==> src/rtl/md_sched.sv <==
// md_sched -- HI/LO multiply/divide scheduler.
//
// Accepts one mult/multu/div/divu/mthi/mtlo request per E-stage start pulse.
// Multiplies run for 5 cycles after the start cycle and divides for 10. hi/lo
// are written on the edge where the down-counter reaches zero. busy tells the
// hazard unit to stall D-stage HI/LO consumers.
//
// Configuration:
//   MD_SCHED_DIV_EN  defined   -> divide path (DIV state, div/divu) built in.
//                    undefined -> md_op 3/4 behave like md_op 0; no divider.
//
// Ports:
//   clk    in   1   single clock, rising edge
//   reset  in   1   asynchronous, active-low reset
//   start  in   1   E-stage pulse, md_op valid this cycle
//   md_op  in   3   0 none,1 mult,2 multu,3 div,4 divu,5 mthi,6 mtlo,7 reserved
//   md_a   in  32   rs operand
//   md_b   in  32   rt operand
//   busy   out  1   stall request to the hazard unit
//   hi     out 32   HI register
//   lo     out 32   LO register
module md_sched (
  input  logic        clk,
  input  logic        reset,
  input  logic        start,
  input  logic [2:0]  md_op,
  input  logic [31:0] md_a,
  input  logic [31:0] md_b,
  output logic        busy,
  output logic [31:0] hi,
  output logic [31:0] lo
);

  typedef enum logic [1:0] {
    IDLE = 2'd0,
    MUL  = 2'd1,
    DIV  = 2'd2
  } state_t;

  state_t      state_r, state_s;
  logic [3:0]  cnt_r, cnt_s;
  logic [31:0] a_r, b_r;
  logic        sign_r;
  logic        is_mul_s, is_div_s, done_s;

  logic signed [32:0] mul_a_s, mul_b_s;
  logic signed [65:0] prod_s;

  assign is_mul_s = start && ((md_op == 3'd1) || (md_op == 3'd2));
`ifdef MD_SCHED_DIV_EN
  assign is_div_s = start && ((md_op == 3'd3) || (md_op == 3'd4));
`else
  assign is_div_s = 1'b0;
`endif

  // busy covers the start cycle combinationally so the stall begins at once.
  assign busy = is_mul_s || is_div_s || (state_r != IDLE);

  // Multiplier: 33-bit extension lets one signed multiply serve mult and multu.
  assign mul_a_s = $signed({sign_r & a_r[31], a_r});
  assign mul_b_s = $signed({sign_r & b_r[31], b_r});
  assign prod_s  = mul_a_s * mul_b_s;

`ifdef MD_SCHED_DIV_EN
  logic        neg_a_s, neg_b_s;
  logic [31:0] abs_a_s, abs_b_s, uq_s, ur_s, div_q_s, div_r_s;

  // Sign-magnitude divide: truncating quotient, remainder takes dividend sign.
  // 0x80000000 / -1 wraps back to 0x80000000 with remainder 0.
  always_comb begin
    neg_a_s = sign_r & a_r[31];
    neg_b_s = sign_r & b_r[31];
    abs_a_s = neg_a_s ? (32'd0 - a_r) : a_r;
    abs_b_s = neg_b_s ? (32'd0 - b_r) : b_r;
    if (abs_b_s != 32'd0) begin
      uq_s = abs_a_s / abs_b_s;
      ur_s = abs_a_s % abs_b_s;
    end else begin
      uq_s = 32'd0;
      ur_s = 32'd0;
    end
    div_q_s = (neg_a_s ^ neg_b_s) ? (32'd0 - uq_s) : uq_s;
    div_r_s = neg_a_s ? (32'd0 - ur_s) : ur_s;
  end
`endif

  // Next-state and counter logic.
  always_comb begin
    state_s = state_r;
    cnt_s   = cnt_r;
    done_s  = 1'b0;
    case (state_r)
      IDLE: begin
        if (is_mul_s) begin
          state_s = MUL;
          cnt_s   = 4'd5;
        end else if (is_div_s) begin
          state_s = DIV;
          cnt_s   = 4'd10;
        end else begin
          state_s = IDLE;
        end
      end
      MUL, DIV: begin
        cnt_s = cnt_r - 4'd1;
        if (cnt_r == 4'd1) begin
          state_s = IDLE;
          done_s  = 1'b1;
        end else begin
          state_s = state_r;
        end
      end
      default: begin
        state_s = IDLE;
        cnt_s   = 4'd0;
      end
    endcase
  end

  // State and counter registers.
  always_ff @(posedge clk or negedge reset) begin
    if (!reset) begin
      state_r <= IDLE;
      cnt_r   <= 4'd0;
    end else begin
      state_r <= state_s;
      cnt_r   <= cnt_s;
    end
  end

  // Operand and sign-mode capture on an accepted mult/div start.
  always_ff @(posedge clk or negedge reset) begin
    if (!reset) begin
      a_r    <= 32'd0;
      b_r    <= 32'd0;
      sign_r <= 1'b0;
    end else if ((state_r == IDLE) && (is_mul_s || is_div_s)) begin
      a_r    <= md_a;
      b_r    <= md_b;
      sign_r <= (md_op == 3'd1) || (md_op == 3'd3);
    end else begin
      a_r    <= a_r;
      b_r    <= b_r;
      sign_r <= sign_r;
    end
  end

  // HI/LO update: operation completion or mthi/mtlo while idle.
  always_ff @(posedge clk or negedge reset) begin
    if (!reset) begin
      hi <= 32'd0;
      lo <= 32'd0;
    end else if (done_s) begin
      if (state_r == MUL) begin
        hi <= prod_s[63:32];
        lo <= prod_s[31:0];
`ifdef MD_SCHED_DIV_EN
      end else if (b_r != 32'd0) begin
        hi <= div_r_s;
        lo <= div_q_s;
`endif
      end else begin
        // Divide by zero: the full latency elapses but hi/lo are kept.
        hi <= hi;
        lo <= lo;
      end
    end else if ((state_r == IDLE) && start && (md_op == 3'd5)) begin
      hi <= md_a;
    end else if ((state_r == IDLE) && start && (md_op == 3'd6)) begin
      lo <= md_a;
    end else begin
      hi <= hi;
      lo <= lo;
    end
  end

endmodule

==> config.mk <==
export PLATFORM = sky130hd
export DESIGN_NAME = md_sched
export DESIGN_NICKNAME = d
export VERILOG_FILES = /design/src/rtl/md_sched.sv
export SDC_FILE = /design/constraint.sdc
export NUM_CORES = 2
export LEC_CHECK = 0
export ABC_AREA = 0
export CORE_MARGIN = 3
export CORE_UTILIZATION = 58
export DETAILED_ROUTE_END_ITERATION = 7
export GPL_ROUTABILITY_DRIVEN = 0
export PLACE_DENSITY = 0.8
export RECOVER_POWER = 25
export REMOVE_ABC_BUFFERS = 1
export SLEW_MARGIN = 20
export SYNTH_ARGS = -nofsm -noshare
export SYNTH_HDL_FRONTEND = slang
export SYNTH_SLANG_ARGS = --single-unit
==> constraint.sdc <==
create_clock -name clk -period 8.8 [get_ports clk]
set_input_delay 0.88 -clock clk [delete_from_list [all_inputs] [get_ports clk]]
set_output_delay 0.88 -clock clk [all_outputs]
set_load 0.01 [all_outputs]
After elaboration in Yosys (flattened, before gate mapping)
Index checks and enable logic that the tools add are counted.
{ "totals": {"word_cells": 52, "input_bits": 70, "out_inout_bits": 65, "ff_bits": 135} }
{ "op_classes": {"n_mul": 1, "n_addsub": 1, "eq_ne": 12, "muxes": 14, "bitwise": 2, "reduce_logical": 15} }
{ "ops": {"columns": ["operator", "count"], "rows": [
  ["$mux 32", 7],
  ["$mul 33x33->64", 1],
  ["$pmux 4 s2", 1],
  ["$eq 3x2->1 const B", 2],
  ["$eq 3x3->1 const B", 2],
  ["$ne 2x2->1 const B", 3],
  ["$reduce_bool 2->1", 3],
  ["$logic_and 1x1->1", 5],
  ["$eq 4x1->1 const B", 1],
  ["$mux 4", 1],
  ["$pmux 2 s2", 1],
  ["$sub 4x1->4 const B", 1],
  ["$eq 3x1->1 const B", 1],
  ["$logic_or 1x1->1", 3],
  ["$mux 1", 3],
  ["$reduce_and 3->1", 1],
  ["$and 1x1->1", 2],
  ["$eq 2x1->1 const B", 1],
  ["$eq 2x2->1 const B", 1],
  ["$logic_not 2->1", 1],
  ["$mux 2", 1],
  ["$ne 2x1->1 const B", 1],
  ["$reduce_and 2->1", 1],
  ["$reduce_or 2->1", 1]
]} }

Depth between registers and ports, before layout
{ "depth": {"depth_word": 6, "ltp_mapped": 31, "mapped_depth_nobuf": 28} }

Worst setup path after synthesis
No wires, ideal clock.
{ "synth_timing": {"path_kind": "register -> register", "startpoint": "register a_r[31]", "endpoint": "register hi[27]", "n_path_buf": 2, "slack_ns": 0.934, "required_time_ns": 8.678, "path_stages_with_launch": 29, "setup_time_ns": 0.122, "synth_period_minus_slack_ns": 7.866, "arrival_time_ns": 7.745, "cell_sequence": "dfrtp_1 clkbuf_1 and2_1 clkbuf_1 nand2_1 inv_1 fa_1 inv_1 fa_1 inv_1 fa_1 fa_1 inv_1 fa_1 inv_1 fa_1 inv_1 fa_1 fa_1 inv_1 ha_1 a21o_1 a21o_1 a21oi_1 nand2b_1 nand4_1 and2_1 a311o_1 a32o_1"} }
{ "synth_via": {"elab_chain_cells": 4} }
{ "synth_lines": {"columns": ["item", "line_no", "text"], "rows": [
  ["start: declaration", "42", "logic [31:0] a_r, b_r;"],
  ["start signal: assignment", "138", "a_r <= md_a;"],
  ["start signal: assignment", "142", "a_r <= a_r;"],
  ["$and 1x1->1", "60", "assign mul_a_s = $signed({sign_r & a_r[31], a_r});"],
  ["$mul 33x33->64 (*)", "62", "assign prod_s = mul_a_s * mul_b_s;"],
  ["$mux 32 (*)", "154", "if (state_r == MUL) begin"],
  ["$mux 32 (*)", "153", "end else if (done_s) begin"],
  ["end signal: assignment", "155", "hi <= prod_s[63:32];"],
  ["end signal: assignment", "164", "hi <= hi;"],
  ["end signal: assignment", "168", "hi <= md_a;"],
  ["end: declaration", "30", "output logic [31:0] hi,"]
]} }
Every way passes the cells marked *; elsewhere a longest branch is shown, timed or not. The select of a mux whose other input is x is not followed.
A chain may end at the register's enable or synchronous reset.

Final worst setup path
{ "layout_timing": {"startpoint": "register b_r[14]", "endpoint": "register hi[20]"} }
{ "layout_via": {"elab_chain_cells": 3} }
{ "layout_lines": {"columns": ["item", "line_no", "text"], "rows": [
  ["start: declaration", "42", null],
  ["start signal: assignment", "139", "b_r <= md_b;"],
  ["start signal: assignment", "143", "b_r <= b_r;"],
  ["$mul 33x33->64", "62", null],
  ["$mux 32", "154", null],
  ["$mux 32", "153", null]
]} }
No other way between the ends. The select of a mux whose other input is x is not followed.

==> results.json <==
{
  "hpwl_um": 104000,
  "grt_use_total": 0.340,
  "fmax_ghz": 0.116,
  "holdPathStages": 2,
  "setup_viol": 0,
  "critical_path_arrival_ns": 8.91,
  "synth_area_sq_mm": 0.0434,
  "synth_top_family_by_area": "adder cells",
  "regToRegStartpoint": "b_r[14]$_DFFE_PN0P_",
  "die-area_sq_mm": 0.0782,
  "synth_edf_count": 0,
  "drive_gt1_frac": 0.0569,
  "finalHoldViolations": 0,
  "clk_latency_ns": 0.47,
  "crit_buf_inv": 5,
  "drc_errors": 0,
  "clk_pin_slew_ns": 0.08,
  "grt.overflow.total": 0,
  "synth_warnings": 0,
  "drtAntennaViolNets": 0,
  "cts_root_buf": "clkbuf_16",
  "cts_setup_buffers": 0,
  "die_w_um": 280,
  "crit_fanout": 23,
  "synthTopCellsByArea": "fa_1 (52%), inv_1 (9.8%), dfrtp_1 (7.7%)",
  "criticalPathCategory": "flop to flop",
  "relSlewSlack": -2.09,
  "synth_xor_area_frac": 0.0143,
  "cap_violations": 2,
  "hp-class": "flop to flop",
  "cts_tree": "yes",
  "ys_async_sr_fraction": 1.00,
  "required_ns": 9.10,
  "cts_buffers": 17,
  "area_growth_syn_to_layout_pct": 7.42,
  "numPortBuffers": 134,
  "ctsResizeCount": 0,
  "violations": "capacitance limit, slew limit",
  "cts_buffer_depth": 2,
  "clock-sinks": 134,
  "tightest_slew_ns": 4.63,
  "synth-seq-cells": 134,
  "fin_crit_sh": 0.978,
  "slowest_delay_ns": 1.04,
  "fin_tns_setup_ns": 0,
  "drv_slew": 137,
  "vias_per_cell": 5.79,
  "core_area_sq_mm": 0.0736,
  "die_y_um": 280,
  "hp-start": "lo[23]$_DFFE_PN0P_",
  "finalCriticalPeriod_ns": 8.61,
  "slowest_stage": "dfrtp_1",
  "num_vias": 32719,
  "synth_largest_area_cell": "fa_1",
  "rsz0062_at_grt": "no",
  "synth_ff_type": "dfrtp_1",
  "synth_top_area_share": 0.518,
  "grt_pass1_wl_um": 201000,
  "mostFrequentLayoutCell": "inv_1",
  "start_util": 0.591,
  "rr_endpoint": "hi[20]$_DFFE_PN0P_",
  "grt_pass1_vias": 36284,
  "synthAdderAreaFrac": 0.580,
  "drtPass1Iterations": 7,
  "grt_max_degree": 78,
  "cpLargestDelayFamily": "adder cells",
  "start_kind": "flop",
  "nets": 6088,
  "first_iter_violations": 2852,
  "synth.yosys.seq_area_share": 0.0772,
  "wirelength_um": 126000,
  "status": "finished, violations left",
  "critPathCaptureType": "flop",
  "htreeDepth": 4,
  "syn-mean-instance-area_sq_um": 9.34,
  "crit_top_cell": "fa_1",
  "io_pins": 135,
  "mostFrequentLayoutCells": "inv_1 (1134), fa_1 (1125), nand2_1 (791)",
  "synth-compound-area-share": 0.0413,
  "fin_util": 0.634,
  "synthesis.instances": 4651,
  "grt_antenna_before_repair": 2,
  "hold_end": "lo[23]$_DFFE_PN0P_",
  "synthMuxAreaShare": 0.0270,
  "yosys.area_share.simple": 0.140,
  "reg2reg_depth": 25,
  "synth_cell_types": 64,
  "ff2ff_setup_slack_ns": 0.19,
  "avgRoutedWirePerCell_um": 22.2,
  "num_rows": 99,
  "clock_skew_ns": 0.0218,
  "holdBufCountCts": 0
}
-- worst max path at each step --
stage | start | end | slack (ns) | depth (start not counted)
4_1_cts | b_r[13]$_DFFE_PN0P_ | hi[31]$_DFFE_PN0P_ | 0.23 | 24
3_3_place_gp | b_r[13]$_DFFE_PN0P_ | hi[31]$_DFFE_PN0P_ | 0.31 | 24
5_1_grt | b_r[10]$_DFFE_PN0P_ | hi[27]$_DFFE_PN0P_ | 0.02 | 26
3_5_place_dp | b_r[13]$_DFFE_PN0P_ | hi[31]$_DFFE_PN0P_ | 0.26 | 24
2_1_floorplan | a_r[31]$_DFFE_PN0P_ | hi[27]$_DFFE_PN0P_ | 0.54 | 26
6_report | b_r[14]$_DFFE_PN0P_ | hi[20]$_DFFE_PN0P_ | 0.19 | 25
-- state kept, by name, summed over array words and instances (netlist names) --
register and flops:
a_r 32, b_r 32, hi 32, lo 32, cnt_r 4, sign_r 1, state_r 1
-- routing by layer --
metal	share of wire	GRT usage	vias up
li1	-	-	13487
met3	0.11	0.0870	582
met5	0.00016	0	-
met1	0.34	0.406	16703
met4	0.085	0.232	2
met2	0.47	0.545	1945
-- synthesized netlist by cell type, types with 10 or more instances --
master    instances
a31oi_1          18
or2_2            10
o21ai_0          85
a21oi_1          86
and2_1          352
nand2_1         791
inv_1          1134
nand4_1          12
mux2i_1          36
o21bai_1         12
mux2_2           72
and3_1           24
ha_1            214
clkbuf_1        252
nand3_1          15
xor2_1           22
dfrtp_1         134
nor2_1           76
fa_1           1125
xnor2_1          49
a21o_1           30
-- worst min-delay path: stages, from the launching register on --
cell     delay [ns]
dfrtp_1        0.35
nand2_1        0.04
o21ai_0        0.06
-- through the flow --
step	instances	worst slack, ns	instance area [sq um]	hold WS [ns]
2_1_floorplan	4394	0.539	42500	0.462
3_5_place_dp	5619	0.259	46000	0.477
5_1_grt	5651	0.0167	46700	0.521
3_3_place_gp	5619	0.314	46000	0.466
6_report	5653	0.190	46700	0.491
4_1_cts	5651	0.226	46700	0.495
-- cell families after synthesis --
kind of cell,after synthesis
AO/OA/AOI/OAI,288
flip-flops,134
AND/OR/NAND/NOR,1320
multiplexers,108
XOR/XNOR,71
adder cells (fa/ha/maj),1339
buffers and inverters,1391
-- area by class of cell --
type / count / area [sq um]
antenna: 2 / 5.00
sequential: 134 / 3360
clock inverter: 14 / 180
inverter: 1134 / 4260
fill: 5769 / 26900
clock buffer: 18 / 439
multi-input combinational: 3126 / 34900
timing repair buffer: 266 / 2330
tap: 959 / 1200
Power is left out: the tool's default activity adds up to more than one toggle a clock period on the data nets, which glitch-free logic cannot reach.
